===== src/rtl/stage_memory_pkg.sv =====
// Shared codes for the memory-access stage: access widths, fault causes and
// bus FSM states.
package stage_memory_pkg;

  localparam logic [1:0] MEM_WIDTH_B = 2'd0;
  localparam logic [1:0] MEM_WIDTH_H = 2'd1;
  localparam logic [1:0] MEM_WIDTH_W = 2'd2;

  localparam logic [1:0] CAUSE_NONE     = 2'd0;
  localparam logic [1:0] CAUSE_MISALIGN = 2'd1;
  localparam logic [1:0] CAUSE_TIMEOUT  = 2'd2;
  localparam logic [1:0] CAUSE_WIDTH    = 2'd3;

  typedef enum logic {
    ST_IDLE = 1'b0,
    ST_WAIT = 1'b1
  } mem_state_e;

endpackage


===== src/rtl/stage_memory_if.sv =====
// Data-memory req/ack bus between the memory stage (master) and the data
// memory (slave).
interface stage_memory_if;
  logic        dmem_req;
  logic        dmem_we;
  logic [31:0] dmem_addr;
  logic [3:0]  dmem_be;
  logic [31:0] dmem_wdata;
  logic [31:0] dmem_rdata;
  logic        dmem_ack;

  modport master (
    output dmem_req, dmem_we, dmem_addr, dmem_be, dmem_wdata,
    input  dmem_rdata, dmem_ack
  );

  modport slave (
    input  dmem_req, dmem_we, dmem_addr, dmem_be, dmem_wdata,
    output dmem_rdata, dmem_ack
  );
endinterface


===== src/rtl/stage_memory_load_align.sv =====
// Shifts the addressed lane of a read word down to bit 0, then masks it to the
// access width and sign- or zero-extends.
module stage_memory_load_align
  import stage_memory_pkg::*;
(
  input  logic [31:0] rdata_i,
  input  logic [1:0]  offset_i,
  input  logic [1:0]  width_i,
  input  logic        extend_i,
  output logic [31:0] data_o
);

  logic [31:0] shifted;

  assign shifted = rdata_i >> {offset_i, 3'b000};

  always_comb begin
    data_o = shifted;
    case (width_i)
      MEM_WIDTH_B: data_o = {{24{extend_i & shifted[7]}}, shifted[7:0]};
      MEM_WIDTH_H: data_o = {{16{extend_i & shifted[15]}}, shifted[15:0]};
      default:     data_o = shifted;
    endcase
  end

endmodule


===== src/rtl/stage_memory.sv =====
// Memory-access stage: load/store over the req/ack bus, branch resolution,
// forwarding data and the registered write-back bundle.
module stage_memory
  import stage_memory_pkg::*;
#(
  parameter int unsigned TIMEOUT     = 16,
  parameter bit          CHECK_ALIGN = 1'b1
) (
  input  logic           clk,
  input  logic           reset_n,
  input  logic           mem_valid,
  input  logic [31:0]    mem_pc,
  input  logic [31:0]    mem_data0,
  input  logic [31:0]    mem_data1,
  input  logic           mem_read,
  input  logic           mem_write,
  input  logic           mem_extend,
  input  logic [1:0]     mem_width,
  input  logic           mem_jmp,
  input  logic           mem_br,
  input  logic           mem_br_inv,
  input  logic [4:0]     wb_reg,
  output logic           mem_stall,
  output logic [31:0]    mem_forward_data,
  output logic           mem_wen,
  output logic           br_taken,
  output logic [31:0]    br_target,
  stage_memory_if.master dmem,
  output logic           mem_fault,
  output logic [1:0]     mem_fault_cause,
  output logic [31:0]    mem_fault_pc,
  output logic           wb_valid,
  output logic [4:0]     wb_reg_r,
  output logic [31:0]    wb_data
);

  mem_state_e  state_q, state_d;
  logic [31:0] cnt_q, cnt_d;

  logic        ldst, width_ok, misaligned, access, timeout_hit;
  logic        req_c, stall_c, fault_c, advance, wb_valid_d;
  logic [1:0]  off, cause_c;
  logic [3:0]  be_c;
  logic [31:0] wdata_c, ld_data, fwd_c;

  logic        wb_valid_q, fault_q;
  logic [4:0]  wb_reg_q;
  logic [31:0] wb_data_q, fault_pc_q;
  logic [1:0]  fault_cause_q;

  assign off        = mem_data0[1:0];
  assign ldst       = mem_valid & (mem_read | mem_write);
  assign width_ok   = (mem_width != 2'd3);
  assign misaligned = CHECK_ALIGN & (((mem_width == MEM_WIDTH_H) & off[0]) |
                                     ((mem_width == MEM_WIDTH_W) & (off != 2'd0)));
  assign access     = ldst & width_ok & ~misaligned;
  // A late ack still completes the access: the timeout only fires without one.
  assign timeout_hit = (TIMEOUT != 0) & (state_q == ST_WAIT) &
                       (cnt_q == TIMEOUT) & ~dmem.dmem_ack;

  always_ff @(posedge clk or negedge reset_n) begin
    if (!reset_n) begin
      state_q <= ST_IDLE;
      cnt_q   <= '0;
    end else begin
      state_q <= state_d;
      cnt_q   <= cnt_d;
    end
  end

  always_comb begin
    state_d = state_q;
    cnt_d   = cnt_q;
    case (state_q)
      ST_IDLE: begin
        if (access & ~dmem.dmem_ack) begin
          state_d = ST_WAIT;
          cnt_d   = 32'd1;
        end else begin
          cnt_d   = '0;
        end
      end
      ST_WAIT: begin
        if (~access | dmem.dmem_ack | timeout_hit) begin
          state_d = ST_IDLE;
          cnt_d   = '0;
        end else begin
          cnt_d   = cnt_q + 32'd1;
        end
      end
      default: begin
        state_d = ST_IDLE;
        cnt_d   = '0;
      end
    endcase
  end

  // Gating with reset_n drops the request the moment reset asserts mid-access.
  always_comb begin
    req_c   = access & ~timeout_hit & reset_n;
    stall_c = access & ~dmem.dmem_ack & ~timeout_hit;
  end

  always_comb begin
    case (mem_width)
      MEM_WIDTH_B: begin
        be_c    = 4'b0001 << off;
        wdata_c = {4{mem_data1[7:0]}};
      end
      MEM_WIDTH_H: begin
        be_c    = 4'b0011 << off;
        wdata_c = {2{mem_data1[15:0]}};
      end
      default: begin
        be_c    = 4'b1111;
        wdata_c = mem_data1;
      end
    endcase
  end

  stage_memory_load_align u_load_align (
    .rdata_i  (dmem.dmem_rdata),
    .offset_i (off),
    .width_i  (mem_width),
    .extend_i (mem_extend),
    .data_o   (ld_data)
  );

  always_comb begin
    fault_c = 1'b1;
    cause_c = CAUSE_NONE;
    if (ldst & ~width_ok)      cause_c = CAUSE_WIDTH;
    else if (ldst & misaligned) cause_c = CAUSE_MISALIGN;
    else if (timeout_hit)       cause_c = CAUSE_TIMEOUT;
    else                        fault_c = 1'b0;
  end

  assign fwd_c      = mem_read ? ld_data : mem_data0;
  assign advance    = mem_valid & ~stall_c;
  assign wb_valid_d = advance & ~fault_c & ~mem_write & ~mem_br & (wb_reg != 5'd0);

  always_ff @(posedge clk or negedge reset_n) begin
    if (!reset_n) begin
      wb_valid_q    <= 1'b0;
      wb_reg_q      <= '0;
      wb_data_q     <= '0;
      fault_q       <= 1'b0;
      fault_cause_q <= CAUSE_NONE;
      fault_pc_q    <= '0;
    end else begin
      wb_valid_q <= wb_valid_d;
      if (advance) begin
        wb_reg_q  <= wb_reg;
        wb_data_q <= fwd_c;
      end
      fault_q <= fault_c;
      if (fault_c) begin
        fault_cause_q <= cause_c;
        fault_pc_q    <= mem_pc;
      end
    end
  end

  assign dmem.dmem_req   = req_c;
  assign dmem.dmem_we    = mem_write;
  assign dmem.dmem_addr  = {mem_data0[31:2], 2'b00};
  assign dmem.dmem_be    = be_c;
  assign dmem.dmem_wdata = wdata_c;

  assign mem_stall        = stall_c;
  assign mem_forward_data = fwd_c;
  assign mem_wen          = advance & ~mem_write & ~mem_br & (wb_reg != 5'd0);
  assign br_taken         = mem_valid & (mem_jmp | (mem_br & (mem_data0[0] ^ mem_br_inv)));
  assign br_target        = {mem_data1[31:1], 1'b0};
  assign mem_fault        = fault_q;
  assign mem_fault_cause  = fault_cause_q;
  assign mem_fault_pc     = fault_pc_q;
  assign wb_valid         = wb_valid_q;
  assign wb_reg_r         = wb_reg_q;
  assign wb_data          = wb_data_q;

endmodule


===== src/flat_wrapper.sv =====
// flat-port wrapper written by rule: the top's interface ports become plain ports
module stage_memory_flat import stage_memory_pkg::*;
#(
  parameter int unsigned TIMEOUT     = 16,
  parameter bit          CHECK_ALIGN = 1'b1
)
  (clk, reset_n, mem_valid, mem_pc, mem_data0, mem_data1, mem_read, mem_write, mem_extend, mem_width, mem_jmp, mem_br, mem_br_inv, wb_reg, mem_stall, mem_forward_data, mem_wen, br_taken, br_target, mem_fault, mem_fault_cause, mem_fault_pc, wb_valid, wb_reg_r, wb_data, dmem_dmem_req, dmem_dmem_we, dmem_dmem_addr, dmem_dmem_be, dmem_dmem_wdata, dmem_dmem_rdata, dmem_dmem_ack);
  stage_memory_if dmem_i ();
  input  logic clk;
  input  logic reset_n;
  input  logic mem_valid;
  input  logic [31:0] mem_pc;
  input  logic [31:0] mem_data0;
  input  logic [31:0] mem_data1;
  input  logic mem_read;
  input  logic mem_write;
  input  logic mem_extend;
  input  logic [1:0] mem_width;
  input  logic mem_jmp;
  input  logic mem_br;
  input  logic mem_br_inv;
  input  logic [4:0] wb_reg;
  output logic mem_stall;
  output logic [31:0] mem_forward_data;
  output logic mem_wen;
  output logic br_taken;
  output logic [31:0] br_target;
  output logic mem_fault;
  output logic [1:0] mem_fault_cause;
  output logic [31:0] mem_fault_pc;
  output logic wb_valid;
  output logic [4:0] wb_reg_r;
  output logic [31:0] wb_data;
  output wire logic [$bits(dmem_i.dmem_req)-1:0] dmem_dmem_req;
  output wire logic [$bits(dmem_i.dmem_we)-1:0] dmem_dmem_we;
  output wire logic [$bits(dmem_i.dmem_addr)-1:0] dmem_dmem_addr;
  output wire logic [$bits(dmem_i.dmem_be)-1:0] dmem_dmem_be;
  output wire logic [$bits(dmem_i.dmem_wdata)-1:0] dmem_dmem_wdata;
  input wire logic [$bits(dmem_i.dmem_rdata)-1:0] dmem_dmem_rdata;
  input wire logic [$bits(dmem_i.dmem_ack)-1:0] dmem_dmem_ack;
  assign dmem_dmem_req = dmem_i.dmem_req;
  assign dmem_dmem_we = dmem_i.dmem_we;
  assign dmem_dmem_addr = dmem_i.dmem_addr;
  assign dmem_dmem_be = dmem_i.dmem_be;
  assign dmem_dmem_wdata = dmem_i.dmem_wdata;
  assign dmem_i.dmem_rdata = dmem_dmem_rdata;
  assign dmem_i.dmem_ack = dmem_dmem_ack;
  stage_memory #(.TIMEOUT(TIMEOUT), .CHECK_ALIGN(CHECK_ALIGN)) u_core (.clk(clk), .reset_n(reset_n), .mem_valid(mem_valid), .mem_pc(mem_pc), .mem_data0(mem_data0), .mem_data1(mem_data1), .mem_read(mem_read), .mem_write(mem_write), .mem_extend(mem_extend), .mem_width(mem_width), .mem_jmp(mem_jmp), .mem_br(mem_br), .mem_br_inv(mem_br_inv), .wb_reg(wb_reg), .mem_stall(mem_stall), .mem_forward_data(mem_forward_data), .mem_wen(mem_wen), .br_taken(br_taken), .br_target(br_target), .dmem(dmem_i), .mem_fault(mem_fault), .mem_fault_cause(mem_fault_cause), .mem_fault_pc(mem_fault_pc), .wb_valid(wb_valid), .wb_reg_r(wb_reg_r), .wb_data(wb_data));
endmodule

===== config.mk =====
export PLATFORM = sky130hd
export DESIGN_NAME = stage_memory_flat
export DESIGN_NICKNAME = d
export VERILOG_FILES = /design/src/rtl/stage_memory_pkg.sv /design/src/rtl/stage_memory_if.sv /design/src/rtl/stage_memory_load_align.sv /design/src/rtl/stage_memory.sv /design/src/flat_wrapper.sv
export SDC_FILE = /design/constraint.sdc
export NUM_CORES = 1
export LEC_CHECK = 0
export CAP_MARGIN = 5
export CORE_AREA = 2 2 137 139
export DETAILED_ROUTE_END_ITERATION = 12
export DIE_AREA = 0 0 139 141
export MAX_ROUTING_LAYER = met4
export PLACE_DENSITY = 0.75
export SYNTH_ARGS = -nofsm -noshare
export SYNTH_HDL_FRONTEND = slang
export SYNTH_SLANG_ARGS = --single-unit
export TNS_END_PERCENT = 1

===== constraint.sdc =====
create_clock -name clk -period 5.3 [get_ports clk]
set_clock_uncertainty 0.2 [all_clocks]
set_input_delay 1.06 -clock clk [delete_from_list [all_inputs] [get_ports clk]]
set_output_delay 1.06 -clock clk [all_outputs]
set_load 0.02 [all_outputs]

Yosys cells after proc, flatten, opt, wreduce, memory -nomap -nowiden:

Cells that the tools add are included.
W data, S select, Z words.

* $add $sub $neg: 1
* eq/ne operators: 4
* shift-type cells: 3
* muxes and demuxes: 16
* bitwise operators: 41
* reduce and logical (&&, ||, !) cells: 3

Operators with widths (number)
* $pmux W32 S2: 3
* $mux W32: 2
* $add A32 B1 Y32 const B: 1
* $eq A32 B5 Y1 const B: 1
* $shr A32 B5 Y32: 1
* $and A1 B1 Y1: 25
* $not A1 Y1: 10
* $pmux W4 S2: 1
* $mux W1: 6
* $mux W2: 3
* $or A1 B1 Y1: 5
* $reduce_bool A5 Y1: 1
* $shl A1 B2 Y4 const A: 1
* $shl A2 B2 Y4 const A: 1
* $eq A2 B1 Y1 const B: 1
* $eq A2 B2 Y1 const B: 1
* $logic_not A2 Y1: 1
* $ne A2 B2 Y1 const B: 1
* $pmux W1 S2: 1
* $reduce_bool A2 Y1: 1
* $xor A1 B1 Y1: 1

* register bits after elaboration: 106
* input bits: 145
* output and inout bits: 210
* word-level logic and storage cells: 76

Logic depth before layout (Yosys ltp):

* word-level depth: 13
* mapped depth: 9
* mapped depth without buffers: 7

Hierarchy:

A second synthesis with hierarchy kept.

* cells, all modules: 627
* area total of the unflattened synthesis: 6705.2 µm²

Modules (own cells, without submodules)
* stage_memory: instances 1, cells an instance 521, area an instance 5896.9 µm²
* stage_memory_load_align: instances 1, cells an instance 106, area an instance 808.3 µm²

Worst setup path after synthesis:

OpenSTA, ideal clock, no wires.

* path type: input-to-output
* from: input dmem_dmem_ack
* to: output mem_wen
* arrival time: 2.435 ns
* setup slack: 1.605 ns
* stages on the path: 7
* buffers on the path: 2
* cells stage by stage: nor4b_1 -> nand3_1 -> nor3_4 -> o21ai_2 -> buf_6 -> buf_6 -> nor2b_1

* cells in the longest elaborated chain, start to end: 9

RTL lines
* from (decl): RTL line flat_wrapper.sv:40 `input wire logic [$bits(dmem_i.dmem_ack)-1:0] dmem_dmem_ack;`
* $not A1 Y1 (*): RTL line stage_memory.sv:59, stage_memory.sv:101
* $and A1 B1 Y1: RTL line stage_memory.sv:59 `(cnt_q == TIMEOUT) & ~dmem.dmem_ack;`
* $not A1 Y1: RTL line stage_memory.sv:101 `stall_c = access & ~dmem.dmem_ack & ~timeout_hit;`
* $and A1 B1 Y1 (*): RTL line stage_memory.sv:101
* $not A1 Y1 (*): RTL line stage_memory.sv:139 `assign advance = mem_valid & ~stall_c;`
* $and A1 B1 Y1 (*): RTL line stage_memory.sv:139
* $and A1 B1 Y1 (*) (3 in a row): RTL line stage_memory.sv:172 `assign mem_wen = advance & ~mem_write & ~mem_br & (wb_reg != 5'd0);`
* to (decl): RTL line flat_wrapper.sv:25 `output logic mem_wen;`

Mark *: on every way between the ends. The rest lies on a longest branch, timed or not.

Worst setup path after layout:

* from: input mem_data0[1]
* to: output mem_forward_data[24]

* cells in the longest elaborated chain, start to end: 4

RTL lines
* from (decl): RTL line flat_wrapper.sv:13 `input logic [31:0] mem_data0;`
* $shr A32 B5 Y32 (*): RTL line stage_memory_load_align.sv:15 `assign shifted = rdata_i >> {offset_i, 3'b000};`
* $and A1 B1 Y1, on equally long branches: RTL line stage_memory_load_align.sv:21, stage_memory_load_align.sv:20
* $pmux W32 S2 (*): RTL line stage_memory_load_align.sv:19 `case (width_i)`
* $mux W32 (*): RTL line stage_memory.sv:138 `assign fwd_c = mem_read ? ld_data : mem_data0;`
* to (decl): RTL line flat_wrapper.sv:24 `output logic [31:0] mem_forward_data;`

Marks and branches as above.

==> results.md <==
* Combinational family with the most area after synthesis: multiplexers
* MaxCap Viol Count at 0
* Total power at 0.002612 W
* Worst-Skew Late Latency at 360 ps
* Nets at 1065
* R2R depth at 6
* CP Class: in2out
* Total negative slack at 0 ps
* Global-route usage over all layers at 24.63%
* Synth Area in XOR/XNOR at 4.355%
* DRC viols at 0
* Top delay family on crit path: buffers and inverters
* Sequence of cells on the critical path: clkdlybuf4s50_1 -> mux2_2 -> o221ai_1 -> o21ai_2 -> o22a_1 -> clkdlybuf4s50_1
* Post-synthesis sequential area ratio at 41.22%
* Multiplexer area fraction after synthesis at 19.15%
* Worst IR drop on VDD at 0.2078 mV
* Place WS at 143.7 ps
* Fmax at 195.0 MHz
* Largest net degree at the start of global routing at 65
* Worst hold start: u_core.mem_fault_pc[6]
* Share of layout cells above drive strength 1 at 13.98%
* Critical Path Start Type: input port
* Initial Util at 35.23%
* H-tree depth at 3
* CTS tree: yes
* Final setup viols at 0
* Seq cells post-synth at 106
* # port buffers at 351
* Tcrit/Tclk final at 96.77%
* Relative slew margins at 31.10%
* Resize count post-CTS at 0
* Avg Synthesized Cell Area at 9.915 um2
* R2r startpoint: u_core.cnt_q[10]
* Grt ovf at 0
* Finished Layout Cells at 1159
* Post-synth top area share at 41.22%
* Status: completed
* Root buf cell: clkbuf_16
* Post-CTS Setup Bufs at 0
* Fill cells at 1669
* RSZ-0062 raised after global routing: false
* Chip Height at 141 um
* Total CTS buffers at 9
* Yosys warning total at 0
* Post-route antenna net violation count at 0
* Clk slew on worst S/H paths at 70 ps
* Reg2reg end: u_core.cnt_q[24]
* Cell row count at 50
* Clock Path Buffers at 2
* Worst hold path class: reg2reg
* Layout area overhead at 54.52%
* Clock sinks at 106
* WP data arrival at 3870 ps
* Via count at 5862
* Hold path cells at 1
* Final hold vios at 0
* Crit end category: primary output
* Synth Cell Area at 0.006435 mm2
* Worst-Margin Slew at 1034 ps
* Slowest CP cell: o21ai_2
* PwrDens at 262.7 mW/mm2
* Cell variety after synth at 50
* Routability Congestion at 0.8998
* Leakage power at 4.026 nW
* Crit path buf inv count at 2
* Die X at 139 um
* Cts hold-fix bufs at 0
* Vias/cell at 5.058
* Worst path most repeated cell: clkdlybuf4s50_1
* Core area at 0.01827 mm2
* Worst-path maximum fanout at 16
* Wire per inst at 20.60 um
* Crit-path max cell delay at 810 ps
* Initial antenna violation count at 2
* Worst Path Required at 4040 ps
* Slew Limit Fails at 0
* CP startpoint: mem_data0[1]
* R2r setup slk at 2630 ps
* Ranking of synthesized cells by area: dfrtp_1, mux2_2, buf_4
* Final setup margin at 171.1 ps
* Pre-antenna DRT Iters at 9
* Post-Route WL at 23.88 mm
* Post-synthesis compound-gate area fraction at 7.097%
* Vias in the first global route at 5920
* Io pins at 355
* WHS Endpoint: u_core.mem_fault_pc[6]
* Hold slack final at 306.3 ps
* DP HPWL at 18.99 mm
* Post-Synth Adder-Cell Area at 0.3889%
* Cell accounting for the most synthesized area: dfrtp_1
* First-pass GRT wire length at 35.58 mm
* DR iter-0 viols at 269
* Post-synthesis simple-gate area fraction at 15.89%
* Synth Instances at 649
* Final min period at 5129 ps
* Post-placement cell count at 1141
* Die area at 0.01960 mm2
[Yosys cell counts (all sizes together)]
| cell type | count |
|---|---|
| o21bai | 3 |
| ha | 2 |
| o21a | 2 |
| nand2 | 63 |
| conb | 1 |
| buf | 95 |
| o2bb2ai | 5 |
| inv | 14 |
| clkbuf | 12 |
| a22o | 1 |
| xor2 | 11 |
| nor4 | 10 |
| nor3b | 1 |
| or3 | 2 |
| nor4b | 3 |
| a31oi | 1 |
| o22ai | 1 |
| a31o | 5 |
| or2 | 3 |
| o22a | 16 |
| and3 | 4 |
| mux2 | 81 |
| nor2 | 65 |
| and2 | 10 |
| nand3 | 10 |
| a21oi | 15 |
| or3b | 1 |
| nor2b | 10 |
| a211oi | 1 |
| nand4bb | 1 |
| or4 | 1 |
| mux2i | 29 |
| nand4 | 8 |
| dfrtp | 106 |
| o221ai | 1 |
| nor3 | 14 |
| o21ai | 15 |
| xnor2 | 21 |
| and4 | 3 |
| nand2b | 2 |
[metal layers]
layer	part of all wire [%]	global-route usage (%)	vias to the layer above
li1	-	-	2694
met1	39	28.65	2833
met2	50	41.79	308
met3	8.2	5.876	27
met4	2.3	8.825	0
met5	0	-	-
[state kept, by name, indices dropped and copies added (netlist names)]
| name | count |
|---|---|
| u_core.wb_reg_r | 5 |
| u_core.cnt_q | 32 |
| u_core.mem_fault | 1 |
| u_core.mem_fault_pc | 32 |
| u_core.mem_fault_cause | 2 |
| u_core.wb_data | 32 |
| u_core.wb_valid | 1 |
| u_core.state_q | 1 |
[cell families after synthesis]
logic type	after synthesis
xor+xnor	32
fa+ha+maj	2
buf+inv	121
simple gates	211
flops	106
other cells	1
compound gates	66
mux	110
[worst register-to-register path, delay by kind of cell, from the launching register on]
| family | cells | cell delay [ps] |
|---|---|---|
| flip-flops | 1 | 420 |
| buffers and inverters | 1 | 230 |
| AND/OR/NAND/NOR | 5 | 1690 |
[power by group]
part | internal (W) | total, W | leakage, nW | switching, W
logic | 0.000505 | 0.000979 | 2.57 | 0.000474
clock network | 0.000351 | 0.000677 | 0.137 | 0.000326
registers | 0.000904 | 0.000956 | 1.32 | 0.0000520
total | 0.00176 | 0.00261 | 4.03 | 0.000852
[layout make-up]
type	instances	area, um2	area share, %
Clock inverter	5	47.55	0.4782
Multi-Input combinational cell	424	3039	30.56
Clock buffer	11	252.7	2.542
Tap cell	234	292.8	2.945
Sequential cell	106	2653	26.68
Inverter	14	52.55	0.5285
Antenna cell	2	5.005	0.05033
Timing Repair Buffer	363	3601	36.21
[cell usage in the layout, fill, tap and decap left out, types with 11 or more instances in the layout]
cell type and instances:
o21ai_0 13, o22a_1 16, dfrtp_1 106, nor2_1 64, mux2i_1 29, a21oi_1 15, xor2_1 11, nor3_1 12
buf_4 13, inv_1 14, clkdlybuf4s50_1 347, xnor2_1 21, nand2_1 63, mux2_2 73
[per-stage QoR]
step	cell area (um2)	util [%]
5_1_grt	9943	54.43
3_3_place_gp	9638	52.76
3_5_place_dp	9638	52.76
6_report	9943	54.43
2_1_floorplan	6442	-
4_1_cts	9938	54.40
[worst max path at each step]
stage	end	slack (ps)	cells after the start
after floorplan	mem_wen	1610	7
after global placement	mem_forward_data[24]	200	6
after detailed placement	mem_forward_data[24]	140	6
after CTS	mem_forward_data[24]	120	6
after global routing	mem_forward_data[24]	60	7
final	mem_forward_data[24]	170	6
Power figures use the tool's default switching activity.
